===== config.mk =====
export PLATFORM = sky130hd
export DESIGN_NAME = muldiv_seq
export DESIGN_NICKNAME = d
export VERILOG_FILES = /design/src/rtl/muldiv_pkg.sv /design/src/rtl/muldiv_seq_sign_mag.sv /design/src/rtl/muldiv_seq.sv
export SDC_FILE = /design/constraint.sdc
export NUM_CORES = 1
export LEC_CHECK = 0
export ABC_AREA = 1
export CELL_PAD_IN_SITES_DETAIL_PLACEMENT = 0
export CELL_PAD_IN_SITES_GLOBAL_PLACEMENT = 1
export CORE_MARGIN = 4
export CORE_UTILIZATION = 40
export DETAILED_ROUTE_END_ITERATION = 16
export PLACE_DENSITY_LB_ADDON = 0.1
export SLEW_MARGIN = 10
export SYNTH_ARGS = -nofsm -noshare
export SYNTH_HDL_FRONTEND = slang
export SYNTH_SLANG_ARGS = --single-unit

===== constraint.sdc =====
create_clock -name clk -period 5.2 [get_ports clk]
set_input_delay 1.04 -clock clk [delete_from_list [all_inputs] [get_ports clk]]
set_output_delay 1.04 -clock clk [all_outputs]
set_load 0.03 [all_outputs]

===== src/rtl/muldiv_pkg.sv =====
// Shared constants, op encodings and FSM states for the muldiv sequencer.
package muldiv_pkg;

    localparam int MD_WIDTH = 16;

    localparam logic [1:0] MD_MUL  = 2'b00;
    localparam logic [1:0] MD_MULH = 2'b01;
    localparam logic [1:0] MD_DIV  = 2'b10;
    localparam logic [1:0] MD_REM  = 2'b11;

    typedef enum logic [2:0] {
        S_IDLE,
        S_PREP,
        S_RUN,
        S_FIX,
        S_DONE
    } state_e;

endpackage


===== src/rtl/muldiv_seq_sign_mag.sv =====
// Conditional two's-complement negation, used for operand
// magnitudes and for result sign fix-up.
module sign_mag #(
    parameter int N = 16
) (
    input  logic [N-1:0] val_i,
    input  logic         neg_i,
    output logic [N-1:0] res_o
);

    assign res_o = neg_i ? (~val_i + N'(1)) : val_i;

endmodule


===== src/rtl/muldiv_seq.sv =====
// Multi-cycle signed multiply/divide sequencer (shift-add / restoring).
// Define MULDIV_UNSIGNED_EN to add the uns port for unsigned variants.
module muldiv_seq
    import muldiv_pkg::*;
#(
    parameter int WIDTH = MD_WIDTH
) (
    input  logic             clk,
    input  logic             rst,
    input  logic             start,
    input  logic [1:0]       op,
`ifdef MULDIV_UNSIGNED_EN
    input  logic             uns,
`endif
    input  logic [WIDTH-1:0] a,
    input  logic [WIDTH-1:0] b,
    output logic             busy,
    output logic             done,
    output logic [WIDTH-1:0] result,
    output logic             div_by_zero
);

    localparam int CW = $clog2(WIDTH + 1);

    state_e             state_q;
    logic [1:0]         op_q;
    logic               sg_q;
    logic [WIDTH-1:0]   a_q, b_q;
    logic [WIDTH-1:0]   ma_q, mb_q;
    logic               sa_q, sb_q;
    logic               dz_q;
    logic [CW-1:0]      cnt_q;
    logic [2*WIDTH-1:0] acc_q;
    logic [WIDTH-1:0]   rem_q;
    logic               busy_q, done_q, dzo_q;
    logic [WIDTH-1:0]   result_q;

    logic               sg_in;
    logic [WIDTH-1:0]   mag_a, mag_b;
    logic [WIDTH:0]     msum_d;
    logic [WIDTH:0]     trial_d;
    logic               ge_d;
    logic [WIDTH-1:0]   rem_d;
    logic [2*WIDTH-1:0] fix_in, fix_out;
    logic               fix_neg;

`ifdef MULDIV_UNSIGNED_EN
    assign sg_in = ~uns;
`else
    assign sg_in = 1'b1;
`endif

    sign_mag #(.N(WIDTH)) u_mag_a (
        .val_i (a_q),
        .neg_i (a_q[WIDTH-1] & sg_q),
        .res_o (mag_a)
    );

    sign_mag #(.N(WIDTH)) u_mag_b (
        .val_i (b_q),
        .neg_i (b_q[WIDTH-1] & sg_q),
        .res_o (mag_b)
    );

    sign_mag #(.N(2*WIDTH)) u_fix (
        .val_i (fix_in),
        .neg_i (fix_neg),
        .res_o (fix_out)
    );

    // Multiply step: add |a| into the upper half, carry lands in the shift.
    assign msum_d  = {1'b0, acc_q[2*WIDTH-1:WIDTH]}
                   + {1'b0, (acc_q[0] ? ma_q : '0)};
    assign trial_d = {rem_q, acc_q[WIDTH-1]};
    assign ge_d    = trial_d >= {1'b0, mb_q};
    assign rem_d   = ge_d ? WIDTH'(trial_d - {1'b0, mb_q})
                          : trial_d[WIDTH-1:0];

    always_comb begin
        fix_in  = acc_q;
        fix_neg = sa_q ^ sb_q;
        case (op_q)
            MD_DIV: fix_in = {{WIDTH{1'b0}}, acc_q[WIDTH-1:0]};
            MD_REM: begin
                fix_in  = {{WIDTH{1'b0}}, rem_q};
                fix_neg = sa_q;
            end
            default: ;
        endcase
    end

    always_ff @(posedge clk or posedge rst) begin
        if (rst) begin
            state_q  <= S_IDLE;
            op_q     <= MD_MUL;
            sg_q     <= 1'b0;
            a_q      <= '0;
            b_q      <= '0;
            ma_q     <= '0;
            mb_q     <= '0;
            sa_q     <= 1'b0;
            sb_q     <= 1'b0;
            dz_q     <= 1'b0;
            cnt_q    <= '0;
            acc_q    <= '0;
            rem_q    <= '0;
            busy_q   <= 1'b0;
            done_q   <= 1'b0;
            dzo_q    <= 1'b0;
            result_q <= '0;
        end else begin
            unique case (state_q)
                S_IDLE, S_DONE: begin
                    done_q <= 1'b0;
                    if (start) begin
                        a_q     <= a;
                        b_q     <= b;
                        op_q    <= op;
                        sg_q    <= sg_in;
                        dz_q    <= 1'b0;
                        dzo_q   <= 1'b0;
                        busy_q  <= 1'b1;
                        state_q <= S_PREP;
                    end else begin
                        state_q <= S_IDLE;
                    end
                end
                S_PREP: begin
                    sa_q  <= a_q[WIDTH-1] & sg_q;
                    sb_q  <= b_q[WIDTH-1] & sg_q;
                    ma_q  <= mag_a;
                    mb_q  <= mag_b;
                    acc_q <= {{WIDTH{1'b0}}, (op_q[1] ? mag_a : mag_b)};
                    rem_q <= '0;
                    cnt_q <= CW'(WIDTH);
                    if (op_q[1] && b_q == '0) begin
                        dz_q    <= 1'b1;
                        state_q <= S_FIX;
                    end else begin
                        state_q <= S_RUN;
                    end
                end
                S_RUN: begin
                    cnt_q <= cnt_q - CW'(1);
                    if (op_q[1]) begin
                        rem_q <= rem_d;
                        acc_q <= {acc_q[2*WIDTH-1:WIDTH],
                                  acc_q[WIDTH-2:0], ge_d};
                    end else begin
                        acc_q <= {msum_d, acc_q[WIDTH-1:1]};
                    end
                    if (cnt_q == CW'(1)) state_q <= S_FIX;
                end
                S_FIX: begin
                    if (dz_q)
                        result_q <= (op_q == MD_DIV) ? '1 : a_q;
                    else if (op_q == MD_MULH)
                        result_q <= fix_out[2*WIDTH-1:WIDTH];
                    else
                        result_q <= fix_out[WIDTH-1:0];
                    dzo_q   <= dz_q;
                    busy_q  <= 1'b0;
                    done_q  <= 1'b1;
                    state_q <= S_DONE;
                end
                default: state_q <= S_IDLE;
            endcase
        end
    end

    assign busy        = busy_q;
    assign done        = done_q;
    assign result      = result_q;
    assign div_by_zero = dzo_q;

endmodule


; Word level (Yosys, flattened, before mapping)
; Cells that the tools add are included.
[word_totals]
word_cells = 83
input_bits = 37
regBits = 145
[op_classes]
reduce_logical = 12
mux = 27
eq_ne = 13
bitwise = 6
magnitude_cmp = 1
n_addsub = 6
[op_table]
columns = operator, count
row1 = two-way mux 16 bit, 9
row2 = one-hot mux 32 bit (2 select lines), 2
row3 = two-way mux 32 bit, 2
row4 = "adder 16 x 1 -> 16 bit, second input constant", 2
row5 = "adder 32 x 1 -> 32 bit, second input constant", 1
row6 = inverter 16 bit, 2
row7 = inverter 32 bit, 1
row8 = one-hot mux 16 bit (2 select lines), 1
row9 = adder 16 x 16 -> 17 bit, 1
row10 = greater-or-equal comparator 17 x 16 -> 1 bit, 1
row11 = zero test 16 bit, 1
row12 = subtractor 16 bit, 1
row13 = one-hot mux 3 bit (4 select lines), 1
row14 = "inequality test 2 bit, second input constant", 5
row15 = one-hot mux 5 bit (2 select lines), 1
row16 = one-hot mux 1 bit (2 select lines), 4
row17 = AND reduction 2 bit, 4
row18 = "== test 3 x 2 -> 1 bit, second input constant", 2
row19 = two-way mux 1 bit, 6
row20 = nonzero test 2 bit, 3
row21 = "== test 5 x 1 -> 1 bit, second input constant", 1
row22 = "subtractor 5 x 1 -> 5 bit, second input constant", 1
row23 = "== test 2 bit, second input constant", 2
row24 = "== test 3 x 1 -> 1 bit, second input constant", 1
row25 = other kinds (9), 10

; Depth between registers and ports, before layout
; Gate-level depths: netlist of run 1.
[logic_depth]
depth_word = 7
depth_mapped = 19
mapped_depth_nobuf = 17

; Cells and area by module
; A second synthesis of run 1 with hierarchy kept.
[unflattened]
cells_unflattened = 1595
area_unflattened_um2 = 10806.6
[modules_own_cells]
columns = module, cells_per_inst, n_inst, area_per_inst_um2
row1 = muldiv_seq, 1180, 1, 8747.1
row2 = sign_mag (u_fix), 227, 1, 1108.6
row3 = sign_mag (u_mag_a ...), 94, 2, 475.5

; Worst setup path before layout of run 1
; Ideal clock, no wire load.
[synth_path]
path_kind = reg2reg
start = reg acc_q[0]
end = reg acc_q[27]
path_stages_with_launch = 12
setup_slack_ns = 3.063
setup_time_ns = 0.129
t_required_ns = 5.071
t_arrival_ns = 2.008
path_cell_list = dfrtp_1 -> clkbuf_1 -> buf_1 -> nand2_1 -> inv_1 -> ha_1 -> a21oi_1 -> o21a_1 -> nand3_1 -> a21o_1 -> o21ai_0 -> o21ai_0
[synth_via]
elab_chain_len = 4
[synth_rtl]
columns = item, line
row1 = start: declaration, muldiv_seq.sv:33  ; logic [2*WIDTH-1:0] acc_q;
row2 = start signal: assignment, muldiv_seq.sv:133  ; acc_q <= {{WIDTH{1'b0}}, (op_q[1] ? mag_a : mag_b)};
row3 = start signal: assignment, muldiv_seq.sv:147  ; acc_q <= {acc_q[2*WIDTH-1:WIDTH],
row4 = start signal: assignment, muldiv_seq.sv:150  ; acc_q <= {msum_d, acc_q[WIDTH-1:1]};
row5 = two-way mux 16 bit, muldiv_seq.sv:73  ; + {1'b0, (acc_q[0] ? ma_q : '0)};
row6 = adder 16 x 16 -> 17 bit, muldiv_seq.sv:73
row7 = two-way mux 32 bit, muldiv_seq.sv:145  ; if (op_q[1]) begin
row8 = one-hot mux 32 bit (2 select lines), muldiv_seq.sv:112  ; unique case (state_q)
; No other way between the ends. The select of a mux whose other input is x is not followed.
; A chain may end at the register's enable or synchronous reset.

; Final worst setup path of run 1
[layout_path]
start = reg op_q[1]
end = reg result_q[15] (netlist: result[15])
[layout_via]
elab_chain_len = 7
[layout_rtl]
columns = item, line
row1 = start: declaration, muldiv_seq.sv:26  ; logic [1:0] op_q;
row2 = start signal: assignment, muldiv_seq.sv:118  ; op_q <= op;
row3 = == test 2 bit (on tied branches), "muldiv_seq.sv:82, muldiv_seq.sv:156"
row4 = one-hot mux 32 bit (2 select lines), muldiv_seq.sv:82  ; case (op_q)
row5 = inverter 32 bit, muldiv_seq_sign_mag.sv:11  ; assign res_o = neg_i ? (~val_i + N'(1)) : val_i;
row6 = adder 32 x 1 -> 32 bit, muldiv_seq_sign_mag.sv:11
row7 = two-way mux 32 bit, muldiv_seq_sign_mag.sv:11
row8 = two-way mux 16 bit, muldiv_seq.sv:157  ; else if (op_q == MD_MULH)
row9 = two-way mux 16 bit (*), muldiv_seq.sv:155  ; if (dz_q)
row10 = end signal: assignment, muldiv_seq.sv:156  ; result_q <= (op_q == MD_DIV) ? '1 : a_q;
row11 = end signal: assignment, muldiv_seq.sv:158  ; result_q <= fix_out[2*WIDTH-1:WIDTH];
row12 = end signal: assignment, muldiv_seq.sv:160  ; result_q <= fix_out[WIDTH-1:0];
row13 = end: declaration, muldiv_seq.sv:36  ; logic [WIDTH-1:0] result_q;
; Mark *: on every way between the ends. The rest lies on a longest branch, timed or not.

==> results of run 1 <==
final cells by class:
class | count | area, um2
repair buffers | 64 | 618
clock buffers | 17 | 425
fillers | 2618 | 13600
inverters | 184 | 696
clock inverters | 15 | 168
multi-input cells | 1123 | 5660
well taps | 330 | 413
flip-flops and latches | 145 | 3630
power groups by stage:
stage                     Combinational, mW  Sequential (mW)  Clock (mW)
after CTS                              5.62             2.18        1.26
after detailed placement               5.60             2.19           0
after floorplan                        4.01             2.09           0
after global placement                 5.58             2.20           0
final                                  5.63             2.19        1.24
after global routing                   6.34             2.26        1.31
logic make-up after synthesis:
| group | Yosys count | share of synthesized area [%] |
|---|---|---|
| simple gates | 802 | 33.5 |
| compound gates | 251 | 14.1 |
| buf+inv | 241 | 9.30 |
| flops | 145 | 35.5 |
| fa+ha+maj | 39 | 4.92 |
| xor+xnor | 31 | 2.66 |
path summary, 6_finish.rpt:
check | from | endpoint | slack, ns | cells after the start
setup / recovery | op_q[1] | result[15] | 2.12 | 14
hold / removal | result[3] | result[3] | 0.48 | 2
setup reg to reg | op_q[1] | result[15] | 2.12 | 14
hold reg to reg | result[3] | result[3] | 0.48 | 2
max in group asynchronous | rst | ma_q[11] | 3.08 | 3
min in group asynchronous | rst | acc_q[17] | 1.18 | 2
Yosys cell counts, types with 6 or more instances:
cell type  instances  share of area, %
a21oi_1           48               2.4
a221oi_1          10              0.86
a22oi_1            6              0.44
a31oi_1           28               1.7
buf_2             13              0.64
clkbuf_1          34               1.2
dfrtp_1          145                36
ha_1              37               4.5
inv_1            180               6.6
nand2_1          465                17
nand2_2           13              0.80
nand3_1          171               8.4
nand4_1           13              0.80
nor2_1            98               3.6
nor2_2            11              0.67
nor3_1            10              0.49
o211ai_1           9              0.66
o21a_1             6              0.44
o21ai_0          116               5.7
o22ai_1            8              0.49
xnor2_1            7              0.60
xor2_1            24               2.1
layer usage:
layer / track usage, % / part of all wire (%) / up-vias
met4: 7.16 / 2.1 / 0
met3: 3.12 / 5.1 / 40
met2: 38.5 / 46 / 288
met1: 35.1 / 47 / 4654
li1: - / - / 4989
met5: 0 / 0 / -
state kept, by name (all words and copies together) (netlist names), 2 cells and up:
| register | flops |
|---|---|
| acc_q | 32 |
| a_q | 16 |
| b_q | 16 |
| ma_q | 16 |
| mb_q | 16 |
| rem_q | 16 |
| result | 16 |
| cnt_q | 5 |
| state_q | 3 |
| op_q | 2 |
worst min-delay path, cell delays in order (launching register included):
cell and delay [ns]:
dfrtp_1 0.34, nand2_1 0.05, nand2_1 0.05
layout by cell type (no fill, tap or decap), types with 12 or more instances in the layout:
cell type        synthesis  routed
nand2_1                465     465
inv_1                  180     178
nand3_1                171     171
dfrtp_1                145     145
o21ai_0                116     116
nor2_1                  98      97
clkdlybuf4s50_1          0      55
a21oi_1                 48      48
ha_1                    37      37
a31oi_1                 28      28
xor2_1                  24      24
clkbuf_16                0      17
nand4_1                 13      13
nand2_2                 13      13
nor2_2                  11      12
stage by stage:
step	worst slack (ns)	hold slack (ns)	power (mW)	util [%]	std cells
2_1_floorplan	0.265	0.449	6.10	-	1509
3_3_place_gp	2.21	0.468	7.78	43.7	1846
3_5_place_dp	2.20	0.466	7.79	43.7	1846
4_1_cts	2.20	0.486	9.06	46.1	1878
5_1_grt	1.83	0.504	9.91	46.1	1878
6_report	2.12	0.480	9.06	46.1	1878
==> impl_metrics.env, run 1 <==
export IMPL_grt_pass1_vias=9430
export IMPL_worst_pin_slew_ns=1.06
export IMPL_io_pins=56
export IMPL_p_sw_mw=4.97
export IMPL_p_leak_nw=5.78
export IMPL_drt_initial_drc_count=871
export IMPL_p_int_mw=4.09
export IMPL_cp_arrival_ns=3.41
export IMPL_avgViaCountPerCell=5.31
export IMPL_async_reset_ff_share_pct=100
export IMPL_wl_per_cell_um=18.1
export IMPL_synth_edf_count=0
export IMPL_final_hold_violation_count=0
export IMPL_gp_congestion=0.875
export IMPL_cpMostUsedCell="nand2_1"
export IMPL_cts_hold_buffers=0
export IMPL_path_buf_inv=2
export IMPL_fin_worst_skew_ns=0.0147
export IMPL_root_buffer="clkbuf_16"
export IMPL_place_area_mm2=0.0110
export IMPL_yosysWarnings=0
export IMPL_powerDensity_mw_per_mm2=781
export IMPL_ys_seq_area_share_pct=35.5
export IMPL_antenna_found_initial=0
export IMPL_cap_violations=0
export IMPL_grt_total_usage_pct=24.3
export IMPL_grt_first_pass_wirelength_um=53700
export IMPL_clkSinkCount=145
export IMPL_routed_wl_um=34000
export IMPL_timing_setup_tns_ns=0
export IMPL_die_w_um=168
export IMPL_crit_family="simple AND/OR/NAND/NOR gates"
export IMPL_grt_max_degree=99
export IMPL_clk_pin_slew_ns=0.07
export IMPL_rsz0062_at_grt="no"
export IMPL_power_share_combinational_pct=62.1
export IMPL_hp_class="register to register"
export IMPL_start_util_pct=40.6
export IMPL_slew_violations=0
export IMPL_crit_required_ns=5.53
export IMPL_synth_nets=1585
export IMPL_dr_total_vias=9971
export IMPL_core_area_mm2=0.0252
export IMPL_die_area_mm2=0.0282
export IMPL_pwr_share_seq_pct=24.1
export IMPL_critPathSlowestCell="inv_1"
export IMPL_synth_cell_type_count=46
export IMPL_yosys_most_used_dff="dfrtp_1"
export IMPL_postRouteAntennaNets=0
export IMPL_hpwl_um=26700
export IMPL_timing_fmax_mhz=325
export IMPL_worstSetupStartpointType="register"
export IMPL_cts_setup_buffers=0
export IMPL_fin_crit_sh_pct=59.3
export IMPL_final_nets=1611
export IMPL_num_antenna_cells=0
export IMPL_synth_avg_cell_area_um2=6.77
export IMPL_power_share_clock_pct=13.7
export IMPL_slew_headroom_pct=29.1
export IMPL_cts_htree_levels=4
export IMPL_status="finished clean"
export IMPL_setup_viol=0
export IMPL_swShare_pct=54.9
export IMPL_dr_pass1_iters=7
export IMPL_synth_seq_cells=145
export IMPL_ctsResizeCount=0
export IMPL_dieHeight_um=168
export IMPL_drive_gt1_share_pct=5.49
export IMPL_max_vdd_ir_drop_mv=0.276
export IMPL_port_buffers=55
export IMPL_synthesis_area_mm2=0.0102
export IMPL_final_area_mm2=0.0116
export IMPL_path_max_fanout=42
export IMPL_syn_inst=1509
export IMPL_max_stage_delay_ns=0.58
export IMPL_cts_buffer_depth=2
export IMPL_insertion_delay_ns=0.44
export IMPL_route_detailed_drc=0
export IMPL_areaGrowthSynthToFinish_pct=13.6
export IMPL_cts_tree="built"
export IMPL_grt_overflow_total=0
export IMPL_numCtsBuffers=17
export IMPL_fin_crit_ns=3.08
export IMPL_rows=58
export IMPL_crit_chain="buf_4 -> inv_1 -> nand2_1 -> o21ai_0 -> nor2_1 -> nand3_1 -> nor2_1 -> nand3_1 -> nand2_1 -> nand2_1 -> nand3_1 -> nand3_1 -> nand2_1 -> nand2_1"
export IMPL_path_class="register to register"
export IMPL_cp_end_kind="register"
(Power assumes the default switching activity.)
==> run 2, diff against run 1 <==
Settings changed: CORE_UTILIZATION 40 to 44.
Clock period 5.2 ns to 2.95 ns, I/O delays scaled along.
==> run 2 against run 1 <==
  * Cell count grew 0.16%
  * Wire length down 2.6%
  * Sequential share of layout area decreased by 0.41 points
  * Worst hold slack improved by 0.0035 ns
  * Maximum frequency up 22%
  * Clock-buffer cell count increased by 1
  * Clock skew is 0.0021 ns higher
  * Power is 78% higher
  * First-iteration DRC count is 5.5% lower
  * Sequential power increased by 73%
  * Via count rose by 0.42%
  * Critical path type unchanged
  * Largest power group unchanged
  * Highest routed layer unchanged
==> impl_metrics.env, run 2 (synthesized netlist as in run 1, its figures left out) <==
export IMPL_power_share_clock_pct=13.7
export IMPL_critPathSlowestCell="dfrtp_2"
export IMPL_grt_max_degree=44
export IMPL_multiInputGateArea_mm2=0.00566
export IMPL_cap_violations=0
export IMPL_power_share_combinational_pct=62.8
export IMPL_regArea_mm2=0.00363
export IMPL_path_max_fanout=19
export IMPL_postRouteAntennaNets=0
export IMPL_drt_initial_drc_count=823
export IMPL_dr_pass1_iters=7
export IMPL_met3_usage_pct=3.59
export IMPL_largest_register_ffs=32
export IMPL_place_area_mm2=0.0112
export IMPL_p_int_mw=7.49
export IMPL_clkSinkCount=145
export IMPL_grt_pass1_vias=9533
export IMPL_die_area_mm2=0.0257
export IMPL_placedCellCount=1850
export IMPL_grt_first_pass_wirelength_um=52900
export IMPL_clk_pin_slew_ns=0.07
export IMPL_rows=55
export IMPL_final_area_mm2=0.0118
export IMPL_routed_wl_um=33100
export IMPL_cp_end_kind="register"
export IMPL_slew_violations=0
export IMPL_path_class="register to register"
export IMPL_fin_worst_skew_ns=0.0168
export IMPL_worst_pin_slew_ns=0.672
export IMPL_slew_headroom_pct=55.1
export IMPL_gp_congestion=0.949
export IMPL_antenna_found_initial=0
export IMPL_setup_viol=0
export IMPL_core_area_mm2=0.0228
export IMPL_cts_tree="built"
export IMPL_avgViaCountPerCell=5.32
export IMPL_hp_class="register to register"
export IMPL_swShare_pct=53.5
export IMPL_port_buffers=55
export IMPL_cp_arrival_ns=2.83
export IMPL_layout_common_cells="nand2_1, inv_1, nand3_1"
export IMPL_die_w_um=160
export IMPL_p_leak_nw=5.88
export IMPL_rr_worst_depth=14
export IMPL_place_ws_ns=0.261
export IMPL_areaGrowthSynthToFinish_pct=15.1
export IMPL_rsz0062_at_grt="no"
export IMPL_fillerInstances=2353
export IMPL_top_register="acc_q"
export IMPL_cts_setup_buffers=0
export IMPL_max_stage_delay_ns=0.54
export IMPL_cts_buffer_depth=2
export IMPL_crit_required_ns=3.26
export IMPL_timing_setup_tns_ns=0
export IMPL_top_usage_layer="met2"
export IMPL_fin_crit_sh_pct=85.5
export IMPL_max_vdd_ir_drop_mv=0.570
export IMPL_numCtsBuffers=17
export IMPL_p_sw_mw=8.63
export IMPL_fin_crit_ns=2.52
export IMPL_cts_htree_levels=4
export IMPL_route_detailed_drc=0
export IMPL_status="finished clean"
export IMPL_grt_total_usage_pct=26.0
export IMPL_instances_no_fill=1881
export IMPL_layout_commonest_cell="nand2_1"
export IMPL_worstSetupStartpointType="register"
export IMPL_final_nets=1632
export IMPL_crit_chain="nand2_1 -> inv_1 -> ha_1 -> nand3_1 -> nand2_1 -> inv_1 -> nor2_1 -> nor2_1 -> o21ai_0 -> nand2_1 -> o21bai_1 -> nand2_1 -> nand3_1 -> nand2_1"
export IMPL_powerDensity_mw_per_mm2=1370
export IMPL_timing_fmax_mhz=396
export IMPL_grt_overflow_total=0
export IMPL_final_hold_violation_count=0
export IMPL_worstHoldPathCells=2
export IMPL_dieHeight_um=160
export IMPL_dr_total_vias=10013
export IMPL_grtUsageMet1_pct=37.9
export IMPL_start_util_pct=44.9
export IMPL_pwr_share_seq_pct=23.5
export IMPL_gr_usage_met2_pct=41.0
export IMPL_insertion_delay_ns=0.44
export IMPL_wl_per_cell_um=17.6
export IMPL_root_buffer="clkbuf_16"
export IMPL_num_antenna_cells=0
export IMPL_drive_gt1_share_pct=6.70
export IMPL_hold_worst_slack_ns=0.484
export IMPL_cpMostUsedCell="nand2_1"
export IMPL_io_pins=56
export IMPL_hpwl_um=25800
export IMPL_layout_setup_ws_ns=0.428
==> run 2: changes by cell type in the layout (fill, tap and decap cells not counted), sizes merged <==
cell	delta
bufinv	+2
inv	-3
clkbuf	+1
clkinv	-1
buf	+21
==> run 2: final timing paths <==
path,start,endpoint,slack [ns]
worst max-delay path,acc_q[0],acc_q[26],0.43
worst min-delay path,result[1],result[1],0.48
worst max register to register,acc_q[0],acc_q[26],0.43
worst min register to register,result[1],result[1],0.48
max in group asynchronous,rst,acc_q[0],1.72
min in group asynchronous,rst,acc_q[30],0.58
==> run 2: layout make-up <==
class                      instances  share of cell area (%)
inverter                         184                    5.90
tap                              313                    3.33
clock buffer                      18                    3.65
multi-input combinational       1123                    48.1
clock inverter                    13                    1.28
sequential                       145                    30.9
timing repair buffer              85                    6.91
==> run 2: power by group through the flow <==
stage / Sequential (mW) / Combinational, mW / Clock, mW
6_report: 3.79 / 10.1 / 2.21
5_1_grt: 3.89 / 11.4 / 2.34
3_5_place_dp: 3.79 / 10.0 / 0
4_1_cts: 3.76 / 10.1 / 2.26
3_3_place_gp: 3.78 / 10.0 / 0
2_1_floorplan: 3.68 / 7.07 / 0
==> run 2: what timing repair did <==
action	CTS	global route
hold buffers	0	0
gates resized for setup	0	1
setup endpoints to repair	0	2
==> run 2: per-stage QoR <==
step / util (%) / power, mW
3_5_place_dp: 49.1 / 13.8
3_3_place_gp: 49.1 / 13.8
5_1_grt: 51.7 / 17.6
6_report: 51.7 / 16.1
2_1_floorplan: - / 10.8
4_1_cts: 51.6 / 16.1
==> run 2: critical path: cells and delay by family (launching register included) <==
family                     cells  cell delay (ns)
AOI/OAI and AO/OA              2             0.56
and+or+nand+nor                9             0.87
adders and majority gates      1             0.33
DFF                            1             0.54
buffers and inverters          2             0.11
==> run 2: metal layers <==
metal / vias up / wire [um] / part of all wire (%)
met5: - / 0 / 0
met4: 0 / 660 / 2.0
met3: 43 / 1640 / 5.0
met2: 253 / 15000 / 45
met1: 4696 / 15900 / 48
li1: 5021 / - / -
==> run 3, diff against run 2 <==
Settings changed: CTS_CLUSTER_SIZE from default to 12.
==> results of run 3 <==
No change in the layout: final DEF, timing and power equal those of run 2.
